File: src/rtl/seq_pattern_gen.sv
`default_nettype none
// ============================================================================
// Module   : seq_pattern_gen
// Brief    : Serial pattern generator that emits a latched pattern MSB-first,
//            repeated N times with an idle gap, over a valid/ready handshake.
// Revision : 1.0 - initial release
// ============================================================================
module seq_pattern_gen #(
    parameter int PAT_W = 3,
    parameter int CNT_W = 4,
    parameter int GAP_W = 2
) (
    input  logic             clk,
    input  logic             reset,
    input  logic             start,
    input  logic [PAT_W-1:0] pattern,
    input  logic [CNT_W-1:0] repeats,
    input  logic [GAP_W-1:0] gap,
    input  logic             ready,
    output logic             out,
    output logic             out_valid,
    output logic             frame_start,
    output logic             busy,
    output logic             done
);

    localparam int IDX_W = (PAT_W > 1) ? $clog2(PAT_W) : 1;
    localparam logic [IDX_W-1:0] c_idx_last = IDX_W'(PAT_W - 1);
    localparam logic [CNT_W-1:0] c_rep_one  = CNT_W'(1);
    localparam logic [GAP_W-1:0] c_gap_one  = GAP_W'(1);

    typedef enum logic [1:0] {
        S_IDLE  = 2'd0,
        S_SHIFT = 2'd1,
        S_GAP   = 2'd2,
        S_DONE  = 2'd3
    } state_t;

    state_t           state_q, state_d;
    logic [PAT_W-1:0] pat_q, pat_d;
    logic [IDX_W-1:0] idx_q, idx_d;
    logic [CNT_W-1:0] rep_q, rep_d;
    logic [GAP_W-1:0] gap_len_q, gap_len_d;
    logic [GAP_W-1:0] gap_cnt_q, gap_cnt_d;

    logic out_q, out_d;
    logic out_valid_q, out_valid_d;
    logic frame_start_q, frame_start_d;
    logic busy_q, busy_d;
    logic done_q, done_d;

    always_comb begin
        state_d   = state_q;
        pat_d     = pat_q;
        idx_d     = idx_q;
        rep_d     = rep_q;
        gap_len_d = gap_len_q;
        gap_cnt_d = gap_cnt_q;

        case (state_q)
            // DONE behaves like IDLE for command acceptance, so back-to-back
            // commands need no idle cycle in between.
            S_IDLE, S_DONE: begin
                state_d = S_IDLE;
                if (start) begin
                    pat_d     = pattern;
                    rep_d     = repeats;
                    gap_len_d = gap;
                    idx_d     = c_idx_last;
                    gap_cnt_d = '0;
                    state_d   = (repeats == '0) ? S_DONE : S_SHIFT;
                end
            end
            S_SHIFT: begin
                if (ready) begin
                    if (idx_q == '0) begin
                        rep_d = rep_q - c_rep_one;
                        idx_d = c_idx_last;
                        if (rep_q == c_rep_one) begin
                            state_d = S_DONE;
                        end else if (gap_len_q == '0) begin
                            state_d = S_SHIFT;
                        end else begin
                            gap_cnt_d = gap_len_q;
                            state_d   = S_GAP;
                        end
                    end else begin
                        idx_d = idx_q - 1'b1;
                    end
                end
            end
            S_GAP: begin
                if (gap_cnt_q == c_gap_one) begin
                    gap_cnt_d = '0;
                    idx_d     = c_idx_last;
                    state_d   = S_SHIFT;
                end else begin
                    gap_cnt_d = gap_cnt_q - c_gap_one;
                end
            end
            default: state_d = S_IDLE;
        endcase
    end

    // Outputs are decoded from the next state so they can be registered
    // without adding a cycle of latency; a stall leaves them unchanged.
    always_comb begin
        out_d         = 1'b0;
        out_valid_d   = 1'b0;
        frame_start_d = 1'b0;
        busy_d        = 1'b0;
        done_d        = 1'b0;
        case (state_d)
            S_SHIFT: begin
                out_d         = pat_d[idx_d];
                out_valid_d   = 1'b1;
                frame_start_d = (idx_d == c_idx_last);
                busy_d        = 1'b1;
            end
            S_GAP:   busy_d = 1'b1;
            S_DONE:  done_d = 1'b1;
            default: ;
        endcase
    end

    always_ff @(posedge clk) begin
        if (reset) begin
            state_q       <= S_IDLE;
            pat_q         <= '0;
            idx_q         <= '0;
            rep_q         <= '0;
            gap_len_q     <= '0;
            gap_cnt_q     <= '0;
            out_q         <= 1'b0;
            out_valid_q   <= 1'b0;
            frame_start_q <= 1'b0;
            busy_q        <= 1'b0;
            done_q        <= 1'b0;
        end else begin
            state_q       <= state_d;
            pat_q         <= pat_d;
            idx_q         <= idx_d;
            rep_q         <= rep_d;
            gap_len_q     <= gap_len_d;
            gap_cnt_q     <= gap_cnt_d;
            out_q         <= out_d;
            out_valid_q   <= out_valid_d;
            frame_start_q <= frame_start_d;
            busy_q        <= busy_d;
            done_q        <= done_d;
        end
    end

    assign out         = out_q;
    assign out_valid   = out_valid_q;
    assign frame_start = frame_start_q;
    assign busy        = busy_q;
    assign done        = done_q;

endmodule
`default_nettype wire

File: config.mk
export PLATFORM = sky130hd
export DESIGN_NAME = seq_pattern_gen
export DESIGN_NICKNAME = d
export VERILOG_FILES = /design/src/rtl/seq_pattern_gen.sv
export SDC_FILE = /design/constraint.sdc
export NUM_CORES = 1
export LEC_CHECK = 0
export ABC_AREA = 1
export CORE_AREA = 2 2 57 59
export CTS_CLUSTER_SIZE = 28
export DETAILED_ROUTE_END_ITERATION = 10
export DIE_AREA = 0 0 59 61
export SLEW_MARGIN = 20
export SYNTH_ARGS = -nofsm -noshare
export SYNTH_HDL_FRONTEND = slang
export SYNTH_SLANG_ARGS = --single-unit
File: constraint.sdc
create_clock -name clk -period 4.4 [get_ports clk]
set_input_delay 0.44 -clock clk [delete_from_list [all_inputs] [get_ports clk]]
set_output_delay 0.44 -clock clk [all_outputs]
set_load 0.03 [all_outputs]
==> results of run 1 <==
[placed cells by master (no fill, tap or decap)]
| cell | Yosys | routed |
|---|---|---|
| xor2_1 | 1 | 1 |
| ha_1 | 9 | 9 |
| nand3_1 | 10 | 10 |
| o21ai_2 | 1 | 1 |
| mux2i_1 | 2 | 2 |
| nor3_1 | 1 | 1 |
| dfxtp_1 | 20 | 20 |
| nand2_2 | 2 | 2 |
| clkbuf_4 | 0 | 3 |
| nand3_4 | 1 | 1 |
| inv_1 | 18 | 18 |
| nor2_4 | 2 | 2 |
| o21ai_1 | 3 | 3 |
| o22ai_1 | 1 | 1 |
| inv_4 | 1 | 1 |
| inv_2 | 5 | 5 |
| a21oi_1 | 11 | 11 |
| nand2_1 | 42 | 42 |
| o211ai_1 | 1 | 1 |
| or2_1 | 1 | 1 |
| o21ai_0 | 6 | 6 |
| clkbuf_8 | 0 | 1 |
| nor2_1 | 18 | 18 |
| clkdlybuf4s50_1 | 0 | 17 |
| a21oi_2 | 4 | 4 |
[metal layers]
metal,routed length [µm],vias up,global-route usage
met5,0,-,0
met4,15,0,0.06818
met3,80,2,0.01919
met2,1091,23,0.2302
met1,1244,467,0.2026
li1,-,552,-
[critical path, cell delays in order (launching register included)]
cell and delay (ps):
dfxtp_1 380, inv_1 70, ha_1 390, nand2_2 170, inv_1 110, nand3_1 100
nand2_1 110, inv_1 50, ha_1 180, nand2_1 140, nor2_1 70, nand3_1 70
nand2_1 50
[kinds of logic after synthesis]
kind of cell    Yosys count  share of synthesized area
compound gates           27                     0.1380
xor+xnor                  1                   0.007668
fa+ha+maj                 9                    0.09858
buf+inv                  26                    0.09091
flops                    20                     0.3505
mux                       2                    0.01753
simple gates             77                     0.2968
[power breakdown]
group / internal, µW / total (µW) / switching [µW]
Sequential: 197 / 206 / 9.03
Clock: 50.4 / 107 / 56.4
Combinational: 52.1 / 133 / 80.9
[area by class of cell]
type | instances | share of cell area
Clock buffer | 4 | 0.02632
Sequential cell | 20 | 0.2904
Inverter | 24 | 0.06715
Tap cell | 33 | 0.02995
Multi-Input combinational cell | 116 | 0.4628
Timing Repair Buffer | 17 | 0.1234
[through the flow]
step                power (µW)  utilization  cell area [µm²]
global placement         340.5       0.4547             1343
finish                   446.1       0.4669             1379
global route             474.7       0.4669             1379
detailed placement       343.6       0.4547             1343
CTS                      450.8       0.4669             1379
floorplan                303.3            -             1142
[sequential cells by signal, summed over array words and instances (netlist names)]
register / cells
busy: 1
pat_q: 3
state_q: 2
gap_len_q: 2
rep_q: 4
out: 1
idx_q: 2
frame_start: 1
out_valid: 1
gap_cnt_q: 2
done: 1
[worst paths after layout]
| kind | startpoint | cells past startpoint | to |
|---|---|---|---|
| hold reg to reg | gap_cnt_q[1]$_SDFFE_PP0P_ | 2 | gap_cnt_q[1]$_SDFFE_PP0P_ |
| setup reg to reg | state_q[0]$_SDFF_PP0_ | 12 | out$_SDFF_PP0_ |
| hold / removal | gap_cnt_q[1]$_SDFFE_PP0P_ | 2 | gap_cnt_q[1]$_SDFFE_PP0P_ |
| setup / recovery | state_q[0]$_SDFF_PP0_ | 12 | out$_SDFF_PP0_ |
==> reports/qor.csv, run 1 <==
stage,metric,value,unit
clock_tree,hold buffer count at CTS,0,
setup_path,maximum fanout along the worst path,8,
sta,Worst Hold Margin,476.7,ps
route,post-DR wirelength/cell,11.36,µm
route,Routed WL,2432,µm
clock_tree,CTS buffer count,3,
worst_hold_path,Hold Path Class,reg2reg,
synth,largest cells by area after synthesis,"dfxtp_1 35%, nand2_1 14%, ha_1 9.9%, inv_1 5.9%, nor2_1 5.9%",
die,die area,3599,µm²
power,leakage power,0.0006219,µW
sta,worst slew pin tran,613.2,ps
sta,endpoints failing hold,0,
finish,layout cells sized above 1,0.1105,
route,via count,1044,
route,DRT Pass-1 Iters,4,
sta,Worst slew margin,0.5899,
synth,register area share after synthesis,0.3505,
route,drt drc,0,
sta,fmax,504.3,MHz
die,Top Ports,18,
die,chip width,59,µm
setup_path,CP Data Required Time,4600,ps
finish,Sequential Area,400.4,µm²
clock_tree,clk buf depth,2,
synth,largest area contributor in the netlist,dfxtp_1,
place,DP Cell Count,210,
finish,multi-input logic area,638.1,µm²
power,power per cell area,323.5,nW/µm²
synth,Synth async-reset ratio,0,
sta,period utilization,0.4507,
finish,Final nets,204,
clock_tree,clock root cell,clkbuf_4,
global_route,antenna violations before repair,0,
finish,Synth-to-Final Area Change,20.70,%
run,Max Cap Viol,0,
die,placement row count,20,
sta,Tmin final,1983,ps
place,Placer Congestion,0.7951,
synth,library cells used by synthesis,24,
global_route,first-pass GRT wire length,4015,µm
setup_path,CP endpoint kind,register,
finish,# fillers,328,
clock_tree,Sink Count,20,
synth,Syn Std Cell Area,1142,µm²
synth,Synth Register Bits,20,
route,vias per cell,4.879,
setup_path,Worst setup SP type,register,
global_route,GR Util All Layers,0.1473,
sta,clock skew,8.817,ps
sta,post-route setup slack,2417,ps
power,Worst VDD drop,0.1407,mV
clock_tree,H-tree depth,1,
global_route,gr ovfl total,0,
synth,syn avg cell area,7.052,µm²
sta,Finish-stage setup viols,0,
clock_tree,cts repair resizes,0,
clock_tree,Post-CTS Setup Inserts,0,
global_route,largest net degree at the start of global routing,15,
finish,# diodes,0,
synth,post-synthesis cell count,162,
clock_tree,TritonCTS clock tree,done,
sta,Final Max Tran Viols,0,
route,DRC marker count from the first detailed-route iteration,35,
synth,Ys Warns,0,
global_route,vias in the first global route,960,
clock_tree,"CTS clk-pin slew, worst paths",120,ps
setup_path,R2R setup slack,2420,ps
synth,Post-synth EDFFs,0,
synth,Post-synth top cells,"42 x nand2_1, 20 x dfxtp_1, 18 x inv_1, 18 x nor2_1, 11 x a21oi_1",
synth,ys flop type,dfxtp_1,
synth,Synth top area share,0.3505,
place,Setup WS pre-CTS,2167,ps
place,post-DP HPWL,1926,µm
synth,most frequent cell after synthesis,nand2_1,
place,port bufs,17,
sta,unrepaired setup endpoints after global routing,no,
synth,syn nets,184,
setup_path,Crit Path Category,reg2reg,
die,Initial Utilization,0.3869,
die,core area,2953,µm²
clock_tree,Clock Latency Late Sink,300,ps
sta,Setup TNS Final,0,ps
setup_path,"Arr. time, crit path",2180,ps
route,Routed Antenna Nets,0,
die,Die Height,61,µm
finish,fin cells,214,
status,outcome,"finished, final reports clean",
Note: power is estimated with default switching activity, not from simulation.
==> run 2: changes to the inputs <==
==> constraint.sdc (replaced) <==
create_clock -name clk -period 1.9 [get_ports clk]
set_input_delay 0.19 -clock clk [delete_from_list [all_inputs] [get_ports clk]]
set_output_delay 0.19 -clock clk [all_outputs]
set_load 0.03 [all_outputs]
==> run 2 against run 1 <==
- critical path type unchanged
- global-route usage rose by 0.87 points
- critical path depth stayed put
- combinational power grew to 2.6 times the previous value
- clock power grew to 3.3 times the previous value
==> reports/qor.csv, run 2 (synthesized netlist as in run 1, its figures left out) <==
stage,metric,value,unit,change
route,Routed Antenna Nets,0,,unchanged
setup_path,Worst setup SP type,register,,
finish,fin cells,224,,+4.7%
sta,worst slew pin tran,308.1,ps,-305.1 ps
route,DRT Pass-1 Iters,4,,unchanged
setup_path,reg2reg end,out$_SDFF_PP0_,,
clock_tree,Clock Latency Late Sink,310,ps,about the same
place,port bufs,17,,unchanged
setup_path,R2R setup slack,160,ps,-2250 ps
global_route,antenna violations before repair,0,,unchanged
place,Placer Congestion,0.7968,,+0.21%
status,outcome,"finished, final reports clean",,
clock_tree,H-tree depth,1,,unchanged
clock_tree,clock root cell,clkbuf_4,,
setup_path,worst-case reg-to-reg path depth,12,,unchanged
setup_path,maximum fanout along the worst path,5,,-3
place,DP Cell Count,219,,+4.3%
die,chip width,59,µm,unchanged
die,Initial Utilization,0.3869,,unchanged
sta,fmax,576.3,MHz,+14%
setup_path,CP Data Required Time,2120,ps,-2480 ps
finish,Sequential Area,404.1,µm²,+0.94%
route,post-DR wirelength/cell,11.28,µm,-0.77%
sta,clock skew,4.040,ps,-4.776 ps
die,die area,3599,µm²,unchanged
power,Power Total,1182,µW,+170%
finish,Largest regs,"rep_q (4), pat_q (3)",,
route,DRC marker count from the first detailed-route iteration,24,,-31%
sta,Finish-stage setup viols,0,,unchanged
sta,Tmin final,1735,ps,-248.0 ps
sta,endpoints failing hold,0,,unchanged
finish,Synth-to-Final Area Change,31.22,%,
clock_tree,TritonCTS clock tree,done,,
power,power per cell area,788.7,nW/µm²,+140%
worst_hold_path,hold wc startpoint,pattern[2],,
setup_path,CP endpoint kind,register,,
clock_tree,clk buf depth,2,,unchanged
worst_hold_path,Worst Hold Path EP,pat_q[2]$_SDFF_PP0_,,
global_route,GR Util All Layers,0.1560,,+0.008664
finish,final design utilization,0.5076,,+0.04068
finish,"Most flops, register",rep_q,,
clock_tree,CTS buffer count,3,,unchanged
finish,# diodes,0,,unchanged
sta,Worst slew margin,0.7940,,+0.2040
finish,Largest register FFs,4,,unchanged
clock_tree,Sink Count,20,,unchanged
global_route,first-pass GRT wire length,4195,µm,+4.5%
finish,"most common cell after layout, fill and taps aside",nand2_1,,
route,Routed WL,2526,µm,+3.9%
sta,period utilization,0.9132,,+0.4625
clock_tree,hold buffer count at CTS,0,,unchanged
global_route,largest net degree at the start of global routing,14,,-1
die,Top Ports,18,,unchanged
die,placement row count,20,,unchanged
route,via count,1083,,+3.7%
sta,Worst Hold Margin,464.9,ps,-11.78 ps
worst_hold_path,Hold Path Depth,3,,+1
sta,Final Max Tran Viols,0,,unchanged
finish,# fillers,305,,-7.0%
die,core area,2953,µm²,unchanged
route,drt drc,0,,unchanged
worst_hold_path,Hold Path Class,in2reg,,
finish,multi-input logic area,660.6,µm²,+3.5%
setup_path,"Arr. time, crit path",1950,ps,-230 ps
route,vias per cell,4.835,,-0.90%
run,Max Cap Viol,0,,unchanged
power,leakage power,0.0006758,µW,+8.7%
power,Worst VDD drop,0.3406,mV,+140%
clock_tree,"CTS clk-pin slew, worst paths",120,ps,about the same
finish,most frequent cells in the layout,"40 x nand2_1, 18 x nor2_1, 17 x dfxtp_1, 17 x clkdlybuf4s50_1, 16 x inv_1",,
finish,layout cells sized above 1,0.2094,,+0.09893
setup_path,Crit Reg-Reg Startpoint,state_q[0]$_SDFF_PP0_,,
finish,Final nets,214,,+4.9%
die,Die Height,61,µm,unchanged
global_route,gr ovfl total,0,,unchanged
place,post-DP HPWL,1965,µm,+2.0%
global_route,vias in the first global route,982,,+2.3%
setup_path,Crit Path Category,reg2reg,,
==> run 2: worst max-delay path by stage <==
stage,to,slack (ps),from,cells past startpoint
6_report,out$_SDFF_PP0_,160,state_q[0]$_SDFF_PP0_,12
5_1_grt,out$_SDFF_PP0_,-4,idx_q[1]$_SDFF_PP0_,16
4_1_cts,out$_SDFF_PP0_,50,idx_q[0]$_SDFF_PP0_,16
3_5_place_dp,out$_SDFF_PP0_,-60,ready,15
3_3_place_gp,out$_SDFF_PP0_,-10,ready,15
2_1_floorplan,out$_SDFF_PP0_,200,state_q[0]$_SDFF_PP0_,12
==> run 2: area by class of cell <==
| type | count | area share |
|---|---|---|
| clock inverter | 1 | 0.02003 |
| timing repair buffer | 27 | 0.1636 |
| multi-input combinational | 116 | 0.4407 |
| clock buffer | 3 | 0.01503 |
| inverter | 24 | 0.06344 |
| tap | 33 | 0.02755 |
| sequential | 20 | 0.2696 |
==> run 2: critical path, cell delays in order (launching register included) <==
cell and delay (ps):
dfxtp_2 360, inv_1 60, ha_2 370, nand2_2 70
inv_1 90, nand3_1 110, nand2_1 100, inv_1 50
ha_1 190, nand2_2 100, nor2_1 50, nand3_1 60
nand2_1 50
==> run 2: stage by stage <==
stage / TNS (ps) / worst slack (ps) / area, µm²
floorplan: 0 / 195.1 / 1142
global placement: -10.53 / -10.53 / 1410
detailed placement: -98.05 / -62.89 / 1410
CTS: 0 / 47.47 / 1463
global route: -3.680 / -3.680 / 1499
finish: 0 / 164.9 / 1499
==> run 2: metal layers <==
layer,GRT usage,up-vias,wire (µm)
li1,-,571,-
met4,0.06818,0,44
met2,0.2317,24,1112
met5,0,-,0
met3,0.01919,7,80
met1,0.2269,481,1289
==> run 2: power breakdown <==
group / total [µW] / leakage (µW) / internal, µW / switching (µW)
Clock: 355 / 0.0000279 / 213 / 142
Sequential: 479 / 0.000165 / 458 / 21.2
Combinational: 348 / 0.000482 / 150 / 198
Total: 1180 / 0.000676 / 821 / 361
==> run 2: what timing repair did <==
item                                    CTS  global route
gates resized for setup                   0            12
endpoints found under the setup margin    0             4
buffers inserted                          0             1
endpoints found under the hold margin     0             0
==> run 3: changes to the inputs <==
--- a/config.mk
+++ b/config.mk
@@ -10,6 +10,7 @@
 export CTS_CLUSTER_SIZE = 28
 export DETAILED_ROUTE_END_ITERATION = 10
 export DIE_AREA = 0 0 59 61
+export PLACE_DENSITY = 0.66
 export SLEW_MARGIN = 20
 export SYNTH_ARGS = -nofsm -noshare
 export SYNTH_HDL_FRONTEND = slang
==> run 3 against run 2 <==
- combinational power decreased by 3%
- clock power fell by 29%
- sequential share of layout area grew 0.69 points
- sequential cell count unchanged
- global-route usage increased by 0.45 points
- count of clock-buffer cells in the layout grew 1
- clock skew is 0.57 ps lower
- largest cell class unchanged
==> reports/qor.csv, run 3 (synthesized netlist as in run 1, its figures left out) <==
stage,metric,value,unit,change
power,Power Total,1069,µW,-9.6%
die,Initial Utilization,0.3869,,unchanged
clock_tree,H-tree depth,1,,unchanged
route,Routed Antenna Nets,0,,unchanged
sta,worst slew pin tran,321.0,ps,+12.94 ps
global_route,first-pass GRT wire length,4278,µm,+2.0%
sta,Worst slew margin,0.7853,,-0.008654
power,Worst VDD drop,0.4663,mV,+37%
status,outcome,"finished, final reports clean",,
setup_path,CP Data Required Time,2110,ps,about the same
die,die area,3599,µm²,unchanged
sta,Setup TNS Final,0,ps,unchanged
finish,Synth-to-Final Area Change,27.93,%,
route,vias per cell,4.801,,-0.70%
global_route,gr ovfl total,0,,unchanged
setup_path,reg2reg end,out$_SDFF_PP0_,,
setup_path,worst-case reg-to-reg path depth,12,,unchanged
place,Placer Congestion,0.8399,,+5.4%
route,DRT Pass-1 Iters,4,,unchanged
route,drt drc,0,,unchanged
global_route,largest net degree at the start of global routing,14,,unchanged
setup_path,CP Capture Point,out$_SDFF_PP0_,,
clock_tree,clk buf depth,2,,unchanged
setup_path,Worst setup SP type,register,,
setup_path,maximum fanout along the worst path,5,,unchanged
route,Routed WL,2568,µm,+1.7%
finish,Largest register FFs,4,,unchanged
place,port bufs,17,,unchanged
setup_path,CP endpoint kind,register,,
sta,Tmin final,1756,ps,+21.31 ps
sta,Finish-stage setup viols,0,,unchanged
global_route,GR Util All Layers,0.1604,,+0.004456
power,leakage power,0.0006533,µW,-3.3%
finish,Final nets,211,,-1.4%
finish,layout cells sized above 1,0.2181,,+0.008661
setup_path,Crit Path Category,reg2reg,,
setup_path,Critical Path Start,state_q[0]$_SDFF_PP0_,,
route,post-DR wirelength/cell,11.62,µm,+3.0%
die,Top Ports,18,,unchanged
sta,period utilization,0.9244,,+0.01122
sta,fmax,569.3,MHz,-1.2%
setup_path,Crit Reg-Reg Startpoint,state_q[0]$_SDFF_PP0_,,
global_route,antenna violations before repair,0,,unchanged
finish,most frequent cells in the layout,"37 x nand2_1, 18 x nor2_1, 17 x dfxtp_1, 17 x clkdlybuf4s50_1, 16 x inv_1",,
run,Max Cap Viol,0,,unchanged
place,post-DP HPWL,2011,µm,+2.3%
sta,clock skew,3.475,ps,-0.5657 ps
route,via count,1061,,-2.0%
finish,Largest regs,"rep_q (4), pat_q (3)",,
setup_path,R2R setup slack,140,ps,-20 ps
die,chip width,59,µm,unchanged
clock_tree,Clock Latency Late Sink,300,ps,about the same
die,placement row count,20,,unchanged
route,DRC marker count from the first detailed-route iteration,32,,+33%
clock_tree,TritonCTS clock tree,done,,
sta,Final Max Tran Viols,0,,unchanged
finish,# diodes,0,,unchanged
clock_tree,clock root cell,clkbuf_4,,
die,Die Height,61,µm,unchanged
worst_hold_path,Hold Path Class,reg2reg,,
finish,"most common cell after layout, fill and taps aside",nand2_1,,
finish,final design utilization,0.4949,,-0.01271
setup_path,"Arr. time, crit path",1970,ps,+20 ps
power,power per cell area,731.2,nW/µm²,-7.3%
die,core area,2953,µm²,unchanged
global_route,vias in the first global route,1024,,+4.3%
clock_tree,Sink Count,20,,unchanged
clock_tree,"CTS clk-pin slew, worst paths",120,ps,about the same
sta,endpoints failing hold,0,,unchanged
finish,"Most flops, register",rep_q,,
clock_tree,CTS buffer count,3,,unchanged
## run 3: changes by cell type in the layout (fill, tap and decap cells not counted), sizes merged
cell | previous run | this run
clkbuf | 3 | 4
buf | 10 | 7
bufinv | 1 | 0
## run 3: metal layers
metal,GRT usage,vias up,part of all wire
met2,0.2714,17,0.50
met1,0.2008,477,0.46
met5,0,-,0
met4,0.04545,0,0.0058
li1,-,565,-
met3,0.04478,2,0.040
## run 3: how the worst min path moves through the flow
| stage | startpoint | end | slack, ps | cells after the start |
|---|---|---|---|---|
| after floorplan | reset | rep_q[2]$_SDFFE_PP0P_ | 250 | 1 |
| after global placement | gap_cnt_q[1]$_SDFFE_PP0P_ | gap_cnt_q[1]$_SDFFE_PP0P_ | 450 | 2 |
| after detailed placement | gap_cnt_q[1]$_SDFFE_PP0P_ | gap_cnt_q[1]$_SDFFE_PP0P_ | 470 | 2 |
| after CTS | gap_cnt_q[1]$_SDFFE_PP0P_ | gap_cnt_q[1]$_SDFFE_PP0P_ | 480 | 2 |
| after global routing | gap_cnt_q[1]$_SDFFE_PP0P_ | gap_cnt_q[1]$_SDFFE_PP0P_ | 510 | 2 |
| final | gap_cnt_q[1]$_SDFFE_PP0P_ | gap_cnt_q[1]$_SDFFE_PP0P_ | 480 | 2 |
## run 3: power by group
group	switching (µW)	internal, µW
logic	197	140
clock network	135	117
registers	21.0	458
total	354	715
## run 3: stage by stage
step	hold WS, ps	std cells	area [µm²]	worst slack (ps)
2_1_floorplan	252.4	162	1142	195.1
3_3_place_gp	450.4	216	1388	32.56
3_5_place_dp	466.0	216	1388	-46.92
4_1_cts	483.3	220	1424	15.16
5_1_grt	509.2	221	1461	-29.82
6_report	477.7	221	1461	143.6
## run 3: final cells by class
type                            instances  area (µm²)
Fill cell                             306        1491
Multi-Input combinational cell        116       661.9
Sequential cell                        20       404.1
Timing Repair Buffer                   24       222.7
Inverter                               24       95.09
Tap cell                               33       41.29
Clock buffer                            4       36.28
## run 3: timing repair
action	4_1_cts	5_1_grt
buffers inserted	0	1
hold buffers	0	0
resized for setup	0	16
endpoints found under the setup margin	0	3
## run 3: worst max-delay path, stage by stage (launching register included)
cell,delay (ps)
dfxtp_2,370
inv_1,60
ha_2,380
nand2_2,70
inv_1,70
nand3_1,110
nand2_2,110
inv_1,50
ha_2,170
nand2_2,100
a21oi_2,40
nand3_1,90
nand2_1,50
==> RTL change (flow settings as in run 2) <==
`GAP_W`: 2 -> 4.
--- a/src/rtl/seq_pattern_gen.sv
+++ b/src/rtl/seq_pattern_gen.sv
@@ -8,7 +8,7 @@
 module seq_pattern_gen #(
     parameter int PAT_W = 3,
     parameter int CNT_W = 4,
-    parameter int GAP_W = 2
+    parameter int GAP_W = 4
 ) (
     input  logic             clk,
     input  logic             reset,
Interface: changed (resized gap); port bits go from 18 to 20. The function was not compared with the original's and may differ.
==> RTL change against run 2 <==
- worst hold slack lost 3.9 ps
- synthesized area grew 20%
- core utilization grew 8.6 points
- sequential share of layout area grew 0.95 points
- sequential cell count grew 4
- die area is the same
- total power grew 16%
- final area grew 17%
- first-iteration DRC count grew 100%
- routed wire length grew 22%
- worst setup slack lost 73 ps
==> RTL change: results <==
[hold_path]
hold_path.class = "primary input to register"

[clocking]
clockRootBuffer = "clkbuf_4"
htreeDepth = 1
numCtsBuffers = 3
clk_path_buf_depth = 2
clock_latency_ps = 320
clk_pin_slew_ps = 150

[yosys]
synth.net_count = 214
synth_seq_area_share = 0.349
yosysWarnings = 0
synth_cell_type_count = 29
synth_commonest_cells = "40 x nand2_1, 24 x dfxtp_1, 24 x inv_1, 19 x nor2_1, 13 x a21oi_1"
synth_area_leaders = "dfxtp_1 35%, nand2_1 11%, ha_1 9.1%"

[grt]
antenna_found_initial = 0
grt_max_degree = 15
grt_pass1_wl_mm = 5.11
grt_usage = 0.188
grt_pass1_vias = 1231

[final_layout]
fillCellCount = 276
nets = 244
areaGrowthSynthToFinish_pct = 27.4
drive_gt1_frac = 0.229
num_antenna_cells = 0
largestRegisters = "gap_cnt_q (4), gap_len_q (4), rep_q (4)"

[route]
drtIter0Drc = 49
drt-pass1-iter-count = 4
vias = 1263
totalWireLength_mm = 3.07
drc = 0

[outcome]
status = "finished clean"

[placement]
placed_cell_area_mm2 = 0.00164
io_buffers = 19
dp.final_hpwl_mm = 2.31
gp_congestion = 0.798

[setup_path]
worstPathArrival_ps = 2050
worstPathMaxFanout = 4

[power]
vdd_drop_max_uv = 473
leakage_nw = 0.774

[sta]
finClkSkew_ps = 6.83
worstMarginPinSlew_ps = 325
## RTL change: cell types whose count changed after synthesis, moves of 3 or more
cell	run 2	this run
nand2_2	2	7
a21oi_2	4	0
dfxtp_1	20	24
inv_1	18	24
xnor2_1	0	3
nor2_2	0	5
nand3_1	10	7
o21ai_1	3	6
## RTL change: logic make-up (layout without fill, tap and decap cells)
family	count (synthesis)	in the layout	share of synthesized area
flops	24	24	0.349
buf+inv	31	60	0.0964
fa+ha+maj	10	10	0.0909
xor+xnor	3	3	0.0191
compound gates	33	33	0.131
simple gates	87	87	0.306
mux	1	1	0.00727
## RTL change: power by group
| group | leakage, nW | switching (W) | internal (W) |
|---|---|---|---|
| registers | 0.200 | 0.0000257 | 0.000550 |
| logic | 0.547 | 0.000241 | 0.000175 |
| clock network | 0.0279 | 0.000170 | 0.000213 |
## RTL change: critical path, stage by stage, from the launching register on
cell and delay (ps):
dfxtp_2 360, inv_1 80, ha_4 180, buf_4 150
nand4_4 90, nand3_2 110, o21ai_2 90, nand2_1 60
nand2_1 90, inv_1 70, ha_1 170, nand2_1 90
inv_2 50, nand4_1 80, nand2_1 50
## RTL change: cell type report
class,count,area share
multi-input cells,134,0.460
repair buffers,28,0.147
clock inverters,1,0.0171
well taps,33,0.0236
clock buffers,3,0.0128
inverters,28,0.0607
flip-flops and latches,24,0.279
## RTL change: metrics by stage
step	instances	TNS (ps)	setup WS, ps
floorplan	189	0	228
global placement	246	0	93.6
detailed placement	246	0	58.5
CTS	250	0	33.6
global route	251	-16.8	-16.8
finish	251	0	91.5
## RTL change: per-layer routing
| metal | global-route usage | share of wire | vias to the layer above |
|---|---|---|---|
| met3 | 0.0320 | 0.033 | 9 |
| met4 | 0.0682 | 0.021 | 0 |
| li1 | - | - | 664 |
| met5 | 0 | 0 | - |
| met2 | 0.343 | 0.49 | 22 |
| met1 | 0.220 | 0.45 | 568 |
## RTL change: path summary, 6_finish.rpt
kind | end | slack, ps | cells after the start | start
worst max register to register | out$_SDFF_PP0_ | 90 | 14 | state_q[1]$_SDFF_PP0_
worst min-delay path | rep_q[0]$_SDFFE_PP0P_ | 460 | 3 | repeats[0]
worst max-delay path | out$_SDFF_PP0_ | 90 | 14 | state_q[1]$_SDFF_PP0_
worst min register to register | gap_cnt_q[1]$_SDFFE_PP0P_ | 480 | 2 | gap_cnt_q[1]$_SDFFE_PP0P_
## RTL change: repair_timing
action                                  in CTS  in global routing
gates resized for setup                      0                 18
setup buffers                                0                  1
endpoints found under the setup margin       0                  3
